--- config.mk ---
export PLATFORM = sky130hd
export DESIGN_NAME = pc_sequencer_flat
export DESIGN_NICKNAME = d
export VERILOG_FILES = /design/src/rtl/pc_sequencer_if.sv /design/src/rtl/pc_sequencer.sv /design/src/flat_wrapper.sv
export SDC_FILE = /design/constraint.sdc
export NUM_CORES = 1
export LEC_CHECK = 0
export CORE_ASPECT_RATIO = 0.6
export CORE_MARGIN = 1.5
export CORE_UTILIZATION = 40
export CTS_CLUSTER_DIAMETER = 150
export CTS_CLUSTER_SIZE = 16
export DETAILED_ROUTE_END_ITERATION = 16
export PLACE_DENSITY = 0.67
export SYNTH_ARGS = -nofsm -noshare
export SYNTH_HDL_FRONTEND = slang
export SYNTH_SLANG_ARGS = --single-unit
--- constraint.sdc ---
create_clock -name CLK -period 4.2 [get_ports CLK]
set_input_delay 0.84 -clock CLK [delete_from_list [all_inputs] [get_ports CLK]]
set_output_delay 0.84 -clock CLK [all_outputs]
set_load 0.01 [all_outputs]
--- src/rtl/pc_sequencer_if.sv ---
// ---------------------------------------------------------------------------
// pc_sequencer_if
//
// Bundles the control inputs and PC outputs of pc_sequencer so that the
// fetch stage and the decode/execute control can share one connection.
//
// Parameter:
//   PC_W     program-counter width; must match the PC_W of the sequencer
//            that uses this interface.
//
// Signals:
//   stall    hold the PC this cycle
//   PCSel    next-PC select (seq/branch/jump/jr/reload/trap/eret)
//   bne      branch sense: 0 = beq, 1 = bne
//   zero     ALU zero flag
//   imm      sign-extended branch word offset
//   jtarget  instruction bits [25:0] for j/jal
//   jrPC     register jump target
//   link     jal/jalr marker (return-address stack builds only)
//   PC       current program counter
//   PCPlus4  PC + 4
//   PCValid  PC is a real fetch address
//   EPC      exception PC
//
// Modports:
//   master   control side, drives the selects and sees the PC
//   slave    the sequencer itself
// ---------------------------------------------------------------------------
interface pc_sequencer_if #(
    parameter int PC_W = 32
);
    logic            stall;
    logic [2:0]      PCSel;
    logic            bne;
    logic            zero;
    logic [31:0]     imm;
    logic [25:0]     jtarget;
    logic [PC_W-1:0] jrPC;
    logic            link;

    logic [PC_W-1:0] PC;
    logic [PC_W-1:0] PCPlus4;
    logic            PCValid;
    logic [PC_W-1:0] EPC;

    modport master (
        output stall, PCSel, bne, zero, imm, jtarget, jrPC, link,
        input  PC, PCPlus4, PCValid, EPC
    );

    modport slave (
        input  stall, PCSel, bne, zero, imm, jtarget, jrPC, link,
        output PC, PCPlus4, PCValid, EPC
    );
endinterface

--- src/rtl/pc_sequencer.sv ---
// ---------------------------------------------------------------------------
// pc_sequencer
//
// Program-counter sequencer for the pipelined datapath. Holds the PC and
// picks the next PC from sequential, branch, jump, jump-register,
// reset-vector reload, trap and exception-return sources. A one-entry
// pending buffer remembers a redirect requested while the pipe is stalled
// and applies it on the first non-stalled edge. An EPC register records the
// PC of the trapping instruction for the later eret.
//
// Ports:
//   CLK      clock, rising edge
//   RSTn     asynchronous active-low reset
//   seq      pc_sequencer_if.slave: stall, PCSel, bne, zero, imm, jtarget,
//            jrPC, link in; PC, PCPlus4, PCValid, EPC out
//
// Parameters:
//   PC_W          PC width, 28..32
//   RESET_VECTOR  PC after reset and on PCSel = 100
//   TRAP_VECTOR   PC loaded on a trap
//   RAS_DEPTH     return-address-stack entries (PC_RAS_EN builds only)
//
// Build option:
//   PC_RAS_EN  when defined, adds a circular return-address stack. jal/jalr
//              (link=1 with PCSel 010/011) push PC+4; jr with link=0 pops
//              the top entry and uses it instead of jrPC when the stack is
//              not empty. Without it, link is ignored and jr uses jrPC.
// ---------------------------------------------------------------------------
module pc_sequencer #(
    parameter int          PC_W         = 32,
    parameter logic [31:0] RESET_VECTOR = 32'h0000_0000,
    parameter logic [31:0] TRAP_VECTOR  = 32'h0000_0080,
    parameter int          RAS_DEPTH    = 4
) (
    input logic           CLK,
    input logic           RSTn,
    pc_sequencer_if.slave seq
);

    // -----------------------------------------------------------------------
    // Constants
    // -----------------------------------------------------------------------
    localparam logic [1:0] ST_INIT = 2'b00;
    localparam logic [1:0] ST_RUN  = 2'b01;
    localparam logic [1:0] ST_PEND = 2'b10;

    localparam logic [2:0] SEL_SEQ    = 3'b000;
    localparam logic [2:0] SEL_BRANCH = 3'b001;
    localparam logic [2:0] SEL_JUMP   = 3'b010;
    localparam logic [2:0] SEL_JR     = 3'b011;
    localparam logic [2:0] SEL_RELOAD = 3'b100;
    localparam logic [2:0] SEL_TRAP   = 3'b101;
    localparam logic [2:0] SEL_ERET   = 3'b110;

    localparam logic [PC_W-1:0] RESET_PC = RESET_VECTOR[PC_W-1:0];
    localparam logic [PC_W-1:0] TRAP_PC  = TRAP_VECTOR[PC_W-1:0];
    localparam logic [PC_W-1:0] FOUR     = PC_W'(4);

    // -----------------------------------------------------------------------
    // State
    // -----------------------------------------------------------------------
    logic [1:0]      state_reg, state_next;
    logic [PC_W-1:0] pc_reg,    pc_next;
    logic [PC_W-1:0] epc_reg,   epc_next;
    logic [PC_W-1:0] pend_reg,  pend_next;

    // -----------------------------------------------------------------------
    // Target arithmetic (all modulo 2^PC_W)
    // -----------------------------------------------------------------------
    logic [PC_W-1:0] pc_plus4;
    logic [PC_W-1:0] branch_target;
    logic [PC_W-1:0] jump_target;
    logic [PC_W-1:0] jr_target;
    logic [PC_W-1:0] target;
    logic            taken;
    logic            redirect;
    logic            is_trap;
    logic            update_edge;

    // imm is 32 bits wide regardless of PC_W; only the low PC_W bits
    // survive the truncation, so fold it into a sink to keep lint quiet
    // for narrow builds.
    logic            unused_imm;
    assign unused_imm = ^seq.imm;

    assign pc_plus4      = pc_reg + FOUR;
    assign branch_target = pc_plus4 + {seq.imm[PC_W-3:0], 2'b00};

    // The region bits above the 28-bit jump field only exist when PC_W > 28.
    generate
        if (PC_W > 28) begin : g_jump_region
            assign jump_target = {pc_plus4[PC_W-1:28], seq.jtarget, 2'b00};
        end else begin : g_jump_flat
            assign jump_target = {seq.jtarget, 2'b00};
        end
    endgenerate

    assign taken = seq.bne ? ~seq.zero : seq.zero;

    // The PC only consumes PCSel on a non-stalled RUN edge; this is also the
    // only edge on which the return-address stack may move.
    assign update_edge = (state_reg == ST_RUN) && !seq.stall;

    assign is_trap = (seq.PCSel == SEL_TRAP);

`ifdef PC_RAS_EN
    // -----------------------------------------------------------------------
    // Return-address stack: circular buffer with a write pointer to the next
    // free slot and a saturating occupancy count. When full, a push wraps
    // onto the oldest entry.
    // -----------------------------------------------------------------------
    localparam int RAS_AW = (RAS_DEPTH > 1) ? $clog2(RAS_DEPTH) : 1;
    localparam int RAS_CW = $clog2(RAS_DEPTH + 1);

    logic [PC_W-1:0]   ras_mem [RAS_DEPTH];
    logic [RAS_AW-1:0] ras_wptr_reg,  ras_wptr_next;
    logic [RAS_CW-1:0] ras_count_reg, ras_count_next;
    logic [RAS_AW-1:0] ras_top_idx;
    logic [RAS_AW-1:0] ras_wptr_inc;
    logic              ras_push;
    logic              ras_pop;

    assign ras_top_idx  = (ras_wptr_reg == '0) ? RAS_AW'(RAS_DEPTH - 1)
                                               : ras_wptr_reg - RAS_AW'(1);
    assign ras_wptr_inc = (ras_wptr_reg == RAS_AW'(RAS_DEPTH - 1)) ? '0
                                               : ras_wptr_reg + RAS_AW'(1);

    assign ras_push = update_edge && seq.link &&
                      ((seq.PCSel == SEL_JUMP) || (seq.PCSel == SEL_JR));
    assign ras_pop  = update_edge && !seq.link &&
                      (seq.PCSel == SEL_JR) && (ras_count_reg != '0);

    assign jr_target = ras_pop ? ras_mem[ras_top_idx] : seq.jrPC;

    always_comb begin
        ras_wptr_next  = ras_wptr_reg;
        ras_count_next = ras_count_reg;
        if (ras_push) begin
            ras_wptr_next = ras_wptr_inc;
            if (ras_count_reg != RAS_CW'(RAS_DEPTH)) begin
                ras_count_next = ras_count_reg + RAS_CW'(1);
            end
        end else if (ras_pop) begin
            ras_wptr_next  = ras_top_idx;
            ras_count_next = ras_count_reg - RAS_CW'(1);
        end
    end

    always_ff @(posedge CLK or negedge RSTn) begin
        if (!RSTn) begin
            ras_wptr_reg  <= '0;
            ras_count_reg <= '0;
        end else begin
            ras_wptr_reg  <= ras_wptr_next;
            ras_count_reg <= ras_count_next;
        end
    end

    genvar gi;
    generate
        for (gi = 0; gi < RAS_DEPTH; gi++) begin : g_ras_entry
            always_ff @(posedge CLK or negedge RSTn) begin
                if (!RSTn) begin
                    ras_mem[gi] <= '0;
                end else if (ras_push && (ras_wptr_reg == RAS_AW'(gi))) begin
                    ras_mem[gi] <= pc_plus4;
                end
            end
        end
    endgenerate
`else
    // No return-address stack: jr always follows the register value and the
    // link marker has no effect.
    logic unused_link;
    assign unused_link = seq.link;
    assign jr_target   = seq.jrPC;
`endif

    // -----------------------------------------------------------------------
    // Next-target select
    // -----------------------------------------------------------------------
    always_comb begin
        target   = pc_plus4;
        redirect = 1'b1;
        case (seq.PCSel)
            SEL_BRANCH: begin
                target   = taken ? branch_target : pc_plus4;
                redirect = taken;
            end
            SEL_JUMP:   target = jump_target;
            SEL_JR:     target = jr_target;
            SEL_RELOAD: target = RESET_PC;
            SEL_TRAP:   target = TRAP_PC;
            SEL_ERET:   target = epc_reg;
            default: begin
                // 000 and 111 are both plain sequential fetch.
                target   = pc_plus4;
                redirect = 1'b0;
            end
        endcase
    end

    // -----------------------------------------------------------------------
    // Sequencer FSM
    // -----------------------------------------------------------------------
    always_comb begin
        state_next = state_reg;
        pc_next    = pc_reg;
        epc_next   = epc_reg;
        pend_next  = pend_reg;
        case (state_reg)
            ST_INIT: begin
                // First cycle out of reset: inputs are not yet meaningful.
                state_next = ST_RUN;
            end
            ST_RUN: begin
                if (!seq.stall) begin
                    pc_next = target;
                    if (is_trap) begin
                        epc_next = pc_reg;
                    end
                end else if (redirect) begin
                    // Park the redirect; PC stays put until the stall ends.
                    pend_next  = target;
                    state_next = ST_PEND;
                    if (is_trap) begin
                        epc_next = pc_reg;
                    end
                end
            end
            ST_PEND: begin
                if (seq.stall) begin
                    // Latest redirect wins while still stalled.
                    if (redirect) begin
                        pend_next = target;
                        if (is_trap) begin
                            epc_next = pc_reg;
                        end
                    end
                end else begin
                    // The parked redirect takes priority over PCSel now.
                    pc_next    = pend_reg;
                    pend_next  = '0;
                    state_next = ST_RUN;
                end
            end
            default: begin
                state_next = ST_INIT;
                pc_next    = RESET_PC;
            end
        endcase
    end

    always_ff @(posedge CLK or negedge RSTn) begin
        if (!RSTn) begin
            state_reg <= ST_INIT;
            pc_reg    <= RESET_PC;
            epc_reg   <= '0;
            pend_reg  <= '0;
        end else begin
            state_reg <= state_next;
            pc_reg    <= pc_next;
            epc_reg   <= epc_next;
            pend_reg  <= pend_next;
        end
    end

    // -----------------------------------------------------------------------
    // Outputs
    // -----------------------------------------------------------------------
    assign seq.PC      = pc_reg;
    assign seq.PCPlus4 = pc_plus4;
    assign seq.PCValid = (state_reg == ST_RUN) || (state_reg == ST_PEND);
    assign seq.EPC     = epc_reg;

endmodule

--- src/flat_wrapper.sv ---
// flat-port wrapper written by rule: the top's interface ports become plain ports
module pc_sequencer_flat 
#(
    parameter int          PC_W         = 32,
    parameter logic [31:0] RESET_VECTOR = 32'h0000_0000,
    parameter logic [31:0] TRAP_VECTOR  = 32'h0000_0080,
    parameter int          RAS_DEPTH    = 4
)
  (CLK, RSTn, seq_stall, seq_PCSel, seq_bne, seq_zero, seq_imm, seq_jtarget, seq_jrPC, seq_link, seq_PC, seq_PCPlus4, seq_PCValid, seq_EPC);
  pc_sequencer_if #(.PC_W(PC_W)) seq_i ();
  input logic CLK;
  input logic RSTn;
  input wire logic [$bits(seq_i.stall)-1:0] seq_stall;
  input wire logic [$bits(seq_i.PCSel)-1:0] seq_PCSel;
  input wire logic [$bits(seq_i.bne)-1:0] seq_bne;
  input wire logic [$bits(seq_i.zero)-1:0] seq_zero;
  input wire logic [$bits(seq_i.imm)-1:0] seq_imm;
  input wire logic [$bits(seq_i.jtarget)-1:0] seq_jtarget;
  input wire logic [$bits(seq_i.jrPC)-1:0] seq_jrPC;
  input wire logic [$bits(seq_i.link)-1:0] seq_link;
  output wire logic [$bits(seq_i.PC)-1:0] seq_PC;
  output wire logic [$bits(seq_i.PCPlus4)-1:0] seq_PCPlus4;
  output wire logic [$bits(seq_i.PCValid)-1:0] seq_PCValid;
  output wire logic [$bits(seq_i.EPC)-1:0] seq_EPC;
  assign seq_i.stall = seq_stall;
  assign seq_i.PCSel = seq_PCSel;
  assign seq_i.bne = seq_bne;
  assign seq_i.zero = seq_zero;
  assign seq_i.imm = seq_imm;
  assign seq_i.jtarget = seq_jtarget;
  assign seq_i.jrPC = seq_jrPC;
  assign seq_i.link = seq_link;
  assign seq_PC = seq_i.PC;
  assign seq_PCPlus4 = seq_i.PCPlus4;
  assign seq_PCValid = seq_i.PCValid;
  assign seq_EPC = seq_i.EPC;
  pc_sequencer #(.PC_W(PC_W), .RESET_VECTOR(RESET_VECTOR), .TRAP_VECTOR(TRAP_VECTOR), .RAS_DEPTH(RAS_DEPTH)) u_core (.CLK(CLK), .RSTn(RSTn), .seq(seq_i));
endmodule
==> results of run 1 <==
cells in the mapped netlist (all sizes together) (5+ instances only):
| master | n | share of area, % |
|---|---|---|
| xnor2 | 27 | 3.1 |
| mux2i | 9 | 1.2 |
| nand3 | 16 | 1.1 |
| a22o | 31 | 3.5 |
| a21o | 17 | 1.6 |
| a21oi | 66 | 4.4 |
| a31oi | 8 | 0.81 |
| o22ai | 29 | 2.3 |
| a221o | 13 | 1.7 |
| ha | 38 | 6.1 |
| o211ai | 29 | 2.8 |
| nand4 | 13 | 1.1 |
| nor3 | 10 | 0.71 |
| clkbuf | 55 | 2.7 |
| nor2 | 57 | 2.9 |
| nand2 | 104 | 5.1 |
| inv | 35 | 1.7 |
| nor2b | 5 | 0.40 |
| or2 | 5 | 0.40 |
| and3 | 21 | 1.7 |
| xor2 | 24 | 2.7 |
| a211oi | 5 | 0.55 |
| a32oi | 9 | 1.0 |
| o21ai | 92 | 6.0 |
| mux2 | 32 | 4.6 |
| dfrtp | 98 | 32 |
| buf | 8 | 0.61 |
| o21a | 11 | 1.1 |
metrics by stage:
| step | setup WS (ns) | TNS [ns] | total power [mW] | instance area (sq um) | hold slack [ns] |
|---|---|---|---|---|---|
| floorplan | 0.0778 | 0 | 4.00 | 7750 | 0.450 |
| global placement | -0.103 | -0.243 | 6.00 | 10500 | 0.465 |
| detailed placement | -0.160 | -0.535 | 6.07 | 10500 | 0.475 |
| CTS | 0.00344 | 0 | 6.91 | 10800 | 0.491 |
| global route | -0.0788 | -0.209 | 7.66 | 11200 | 0.515 |
| finish | 0.0808 | 0 | 7.23 | 11200 | 0.489 |
worst max path at each step:
stage / start / to / cells past startpoint
2_1_floorplan: u_core.seq.PC[2] / u_core.pend_reg[31] / 18
3_3_place_gp: u_core.seq.PC[2] / u_core.pend_reg[31] / 19
3_5_place_dp: u_core.seq.PC[3] / u_core.pend_reg[31] / 19
4_1_cts: u_core.seq.PC[3] / u_core.pend_reg[31] / 19
5_1_grt: u_core.seq.PC[3] / u_core.pend_reg[31] / 19
6_report: u_core.seq.PC[3] / u_core.pend_reg[31] / 19
kinds of logic (layout without fill, tap and decap cells):
family	count (synthesis)	in the layout	share of synthesized area, %
buffers and inverters	99	360	5.04
AOI/OAI and AO/OA	343	343	29.7
xor gates and xnor gates	51	51	5.86
and+or+nand+nor	252	252	15.5
adders and majority gates	39	39	6.39
muxes	41	41	5.81
DFF	98	98	31.6
layout make-up:
class                   instances  area (sq um)
fillers                      1650          7740
multi-input cells             726          5270
repair buffers                308          2800
flip-flops and latches         98          2450
well taps                     246           308
clock buffers                  12           246
inverters                      36           135
clock inverters                 4          27.5
power by group through the flow:
stage / Clock (mW) / Sequential, mW / Combinational, mW
final: 0.801 / 1.72 / 4.72
after floorplan: 0 / 1.76 / 2.24
after CTS: 0.810 / 1.69 / 4.41
after global routing: 0.852 / 1.76 / 5.04
after detailed placement: 0 / 1.69 / 4.38
after global placement: 0 / 1.69 / 4.32
timing repair:
action	CTS	global route
setup endpoints to repair	7	18
pin swaps	3	27
gates resized for setup	11	60
setup buffers	0	19
cloned	0	0
hold endpoints to repair	0	0
per-layer routing:
metal  track usage, %  up-vias
met5                0        -
met4             6.72        0
met3             6.50       41
met2             41.9      482
met1             43.5     4106
li1                 -     3906
layout by cell type (no fill, tap or decap), types with 5 or more instances in the layout:
master,count
nand3_1,14
o21ai_1,12
nor2_2,5
a32oi_1,9
a22o_1,30
buf_4,113
dfrtp_1,98
a31oi_1,6
ha_1,30
o21ai_0,77
ha_4,6
and3_1,19
xor2_2,11
xor2_1,12
clkbuf_16,9
a21oi_1,59
mux2i_1,9
a221o_1,13
nand2_2,5
o22ai_1,29
inv_1,29
nor2_1,49
clkdlybuf4s50_1,190
nor3_1,8
xnor2_1,24
nand2_1,99
o211ai_1,29
a21oi_2,7
a21o_1,16
mux2_2,32
o21a_1,11
nand4_1,12
nor2b_1,5
inv_2,6
==> qor.yml, run 1 <==
status: "completed"
synth_warnings: 0
grt_pass1_wl_mm: 45.5
cts_max_level: 3
io_buffers: 192
diodes: 0
final_core_util_pct: 59.2
path_buf_inv: 1
fin_cells: 1430
leakage_nw: 5.02
antenna_found_initial: 0
cts_num_sinks: 98
cp_max_fo: 4
drc: 0
synth_edf_count: 0
rsz0062_at_grt: "true"
dp_cells: 1395
rr_endpoint: "u_core.pend_reg[31]"
nets: 1317
start_kind: "register"
grt_max_degree: 46
area_growth_pct: 45.0
via_per_inst: 5.97
cap_violations: 0
ys_types: 75
clockBufferDepth: 2
hold_buffers: 0
swShare_pct: 44.2
min_period_ns: 4.12
regToRegStartpoint: "u_core.seq.PC[3]"
cp_top_family: "compound AO/OA/AOI/OAI gates"
yosys_most_used_dff: "dfrtp_1"
routed.top_layer: "met4"
io_pins: 196
ant_nets: 0
postSynthAreaPerCell_sq_um: 8.40
power.density_nw_per_um2: 643
synthesis.instances: 923
dr_wl_met3_mm: 3.19
synth_seq_area_share_pct: 31.6
comb_power_share_pct: 65.2
mappedNetlistNets: 1061
finalHoldViolations: 0
worstSetupPathType: "register to register"
drt-total-wl_mm: 30.0
finalClockSkew_ns: 0.00944
synth-seq-cells: 98
crit_path_max_incr_delay_ns: 0.39
overflow: 0
drt_iter0_drc: 972
slew_headroom_pct: 19.2
drv_slew: 0
start_util_pct: 40.8
cts_tree: "built"
max_freq_ghz: 0.243
p_int_mw: 4.03
clock_latency_ns: 0.35
required_ns: 4.43
cp_cell_sequence: "ha_2, and4_4, nand4_4, nor2_4, nand2_2, xor2_2, inv_2, ha_4, nand4_1, nor2_2, o2111ai_4, a21oi_2, nor3_2, o31a_1, mux2i_1, a211oi_1, a31oi_1, o211ai_1, a32o_1"
r2r_slack_ns: 0.08
vias: 8535
setup_violations: 0
die_w_um: 183
core.rowCount: 39
min_path_type: "input pin to async pin"
gp_congestion: 0.953
pwr-share-clk_pct: 11.1
clk_pin_slew_ns: 0.07
crit_arrival_ns: 4.35
max-vdd-ir-drop_v: 0.000242
hpwl_mm: 21.8
grt_use_total_pct: 29.0
die_y_um: 111
wl_met1_mm: 13.9
endpoint_kind: "register"
rr_worst_depth: 19
met2_length_mm: 12.5
drive_gt1_share_pct: 20.9
synthArstFlopShare_pct: 100
grt_pass1_vias: 8083
die_area_sq_um: 20200
cts-root-buf: "clkbuf_16"
netlist_area_sq_um: 7750
crit_slowest_cell: "dfrtp_1"
numCtsBuffers: 9
first_pass_iters: 5
period_share_pct: 98.1
core_sq_um: 19000
tightest_slew_ns: 1.20
wl_per_cell_um: 21.0
seqPwrFrac_pct: 23.7
switching_power_mw: 3.20
No activity file was read; power rests on OpenSTA's default activity.
==> inputs of run 2 (changes only) <==
CTS_BUF_LIST = sky130_fd_sc_hd__clkbuf_8   (was not set)
==> run 2 against run 1 <==
Against the previous run:
- die area is the same
- total power shrank 3.2%
- clock power shrank 26%
- worst setup slack lost 0.045 ns
- first-iteration DRC count shrank 9.3%
- critical path type unchanged
==> qor.yml, run 2 (same netlist as run 1, synthesis figures left out) <==
diodes: 0  # unchanged
cts_max_level: 3  # unchanged
vias: 8483  # -0.61%
min_period_ns: 4.16  # +0.0449 ns
swShare_pct: 45.2  # +0.99 points
gp_congestion: 0.953  # unchanged
comb_power_share_pct: 67.2  # +2.0 points
mostFrequentLayoutCell: "clkdlybuf4s50_1"
die_w_um: 183  # unchanged
use_met3_pct: 7.69  # +1.2 points
seqPwrFrac_pct: 24.4  # +0.7 points
crit_slowest_cell: "ha_1"
power.density_nw_per_um2: 631  # -2.0%
finalHoldViolations: 0  # unchanged
wl_per_cell_um: 20.9  # -0.16%
clk_pin_slew_ns: 0.10  # +0.03 ns
dp_slack_ns: -0.160  # unchanged
final_cell_mix: "clkdlybuf4s50_1, buf_4, nand2_1"
numCtsBuffers: 9  # unchanged
area_growth_pct: 43.3
grt_pass1_wl_mm: 45.4  # -0.26%
switching_power_mw: 3.17  # -1.0%
cp_max_fo: 5  # +1
io_buffers: 192  # unchanged
clock_latency_ns: 0.38  # +0.03 ns
pwr-share-clk_pct: 8.4  # -2.7 points
finalClockSkew_ns: 0.0132  # +0.00381 ns
worstSetupPathType: "register to register"
setup_violations: 0  # unchanged
overflow: 0  # unchanged
status: "completed"
worst_slack_ns: 0.0359  # -0.0449 ns
first_pass_iters: 6  # +1
max_freq_ghz: 0.240  # -1.1%
endpoint_kind: "register"
nets: 1316  # -0.076%
die_area_sq_um: 20200  # unchanged
fillers: 1684  # +2.1%
via_per_inst: 5.94  # -0.54%
rsz0062_at_grt: "true"
cp_common_cell: "buf_4"
cap_violations: 0  # unchanged
grt_max_degree: 46  # unchanged
grt_util_met1_pct: 42.8  # -0.69 points
grt_use_total_pct: 28.9  # -0.053 points
crit_arrival_ns: 4.43  # +0.08 ns
cts_num_sinks: 98  # unchanged
drt-total-wl_mm: 29.9  # -0.23%
min_path_type: "input pin to async pin"
hpwl_mm: 21.8  # unchanged
tns_ns: 0  # unchanged
core_sq_um: 19000  # unchanged
ant_nets: 0  # unchanged
core.rowCount: 39  # unchanged
cp_cell_sequence: "buf_6, and3_1, nand3_2, buf_4, buf_4, xnor2_1, ha_1, o21ai_1, nor3_1, nand2_1, a31oi_2, buf_4, or3b_4, a21oi_2, o21bai_1, xnor2_1, o21ai_1, a22o_1, a221o_1"
start_util_pct: 40.8  # unchanged
leakage_nw: 4.98  # -0.84%
busiest_layer: "met1"
required_ns: 4.47  # +0.04 ns
die_y_um: 111  # unchanged
drc: 0  # unchanged
drive_gt1_share_pct: 20.6  # -0.32 points
cts_tree: "built"
p_int_mw: 3.84  # -4.9%
slew_headroom_pct: 15.8  # -3.5 points
max-vdd-ir-drop_v: 0.000241  # -0.32%
period_share_pct: 99.1  # +1.1 points
io_pins: 196  # unchanged
drv_slew: 0  # unchanged
grt_util_met2_pct: 41.3  # -0.61 points
tightest_slew_ns: 1.25  # +0.0516 ns
hold_buffers: 0  # unchanged
crit_path_max_incr_delay_ns: 0.42  # +0.03 ns
grt_pass1_vias: 8103  # +0.25%
cts-root-buf: "clkbuf_8"
drt_iter0_drc: 882  # -9.3%
antenna_found_initial: 0  # unchanged
start_kind: "register"
clockBufferDepth: 2  # unchanged
[run 2: path summary, 6_finish.rpt]
path | start | slack (ns) | endpoint | depth (start not counted)
setup / recovery | u_core.seq.PC[3] | 0.04 | u_core.seq.PC[22] | 19
hold / removal | RSTn | 0.46 | u_core.seq.EPC[27] | 1
setup reg to reg | u_core.seq.PC[3] | 0.04 | u_core.seq.PC[22] | 19
hold reg to reg | u_core.pend_reg[1] | 0.50 | u_core.pend_reg[1] | 2
max in group asynchronous | RSTn | 2.88 | u_core.state_reg[0] | 2
min in group CLK | u_core.pend_reg[1] | 0.50 | u_core.pend_reg[1] | 2
[run 2: through the flow]
stage | hold WS, ns | utilization (%) | area, sq um | cells | total power [mW]
2_1_floorplan | 0.450 | - | 7750 | 923 | 4.00
3_3_place_gp | 0.465 | 55.2 | 10500 | 1395 | 6.00
3_5_place_dp | 0.475 | 55.2 | 10500 | 1395 | 6.07
4_1_cts | 0.475 | 56.5 | 10700 | 1412 | 6.70
5_1_grt | 0.494 | 58.5 | 11100 | 1429 | 7.42
6_report | 0.464 | 58.5 | 11100 | 1429 | 7.00
[run 2: layer usage]
metal  routed length, um  vias up
li1                    -     3908
met1               13900     4050
met2               12300      487
met3                3180       38
met4                 496        0
met5                   0        -
[run 2: what timing repair did]
action,CTS,global route
setup endpoints to repair,7,18
pin swaps,3,27
resized for setup,12,53
gates cloned,0,0
buffers inserted,1,17
[run 2: worst max-delay path: cells and delay by family, from the launching register on]
family	cells	cell delay (ns)
adders and majority gates	1	0.42
and+or+nand+nor	5	0.82
AOI/OAI and AO/OA	7	1.26
DFF	1	0.40
xor gates and xnor gates	2	0.56
buffers and inverters	4	0.60
[run 2: area by class of cell]
class                           count  area (sq um)  area share (%)
Sequential cell                    98          2450            22.1
Inverter                           36           135            1.22
Clock buffer                       10           138            1.24
Tap cell                          246           308            2.77
Clock inverter                      6          35.0           0.315
Multi-Input combinational cell    726          5250            47.2
Timing Repair Buffer              307          2790            25.1
[run 2: power by group through the flow]
stage               clock [mW]  sequential, mW  combinational [mW]
floorplan                    0            1.76                2.24
global placement             0            1.69                4.32
detailed placement           0            1.69                4.38
CTS                      0.594            1.69                4.41
global route             0.633            1.76                5.03
finish                   0.589            1.71                4.70
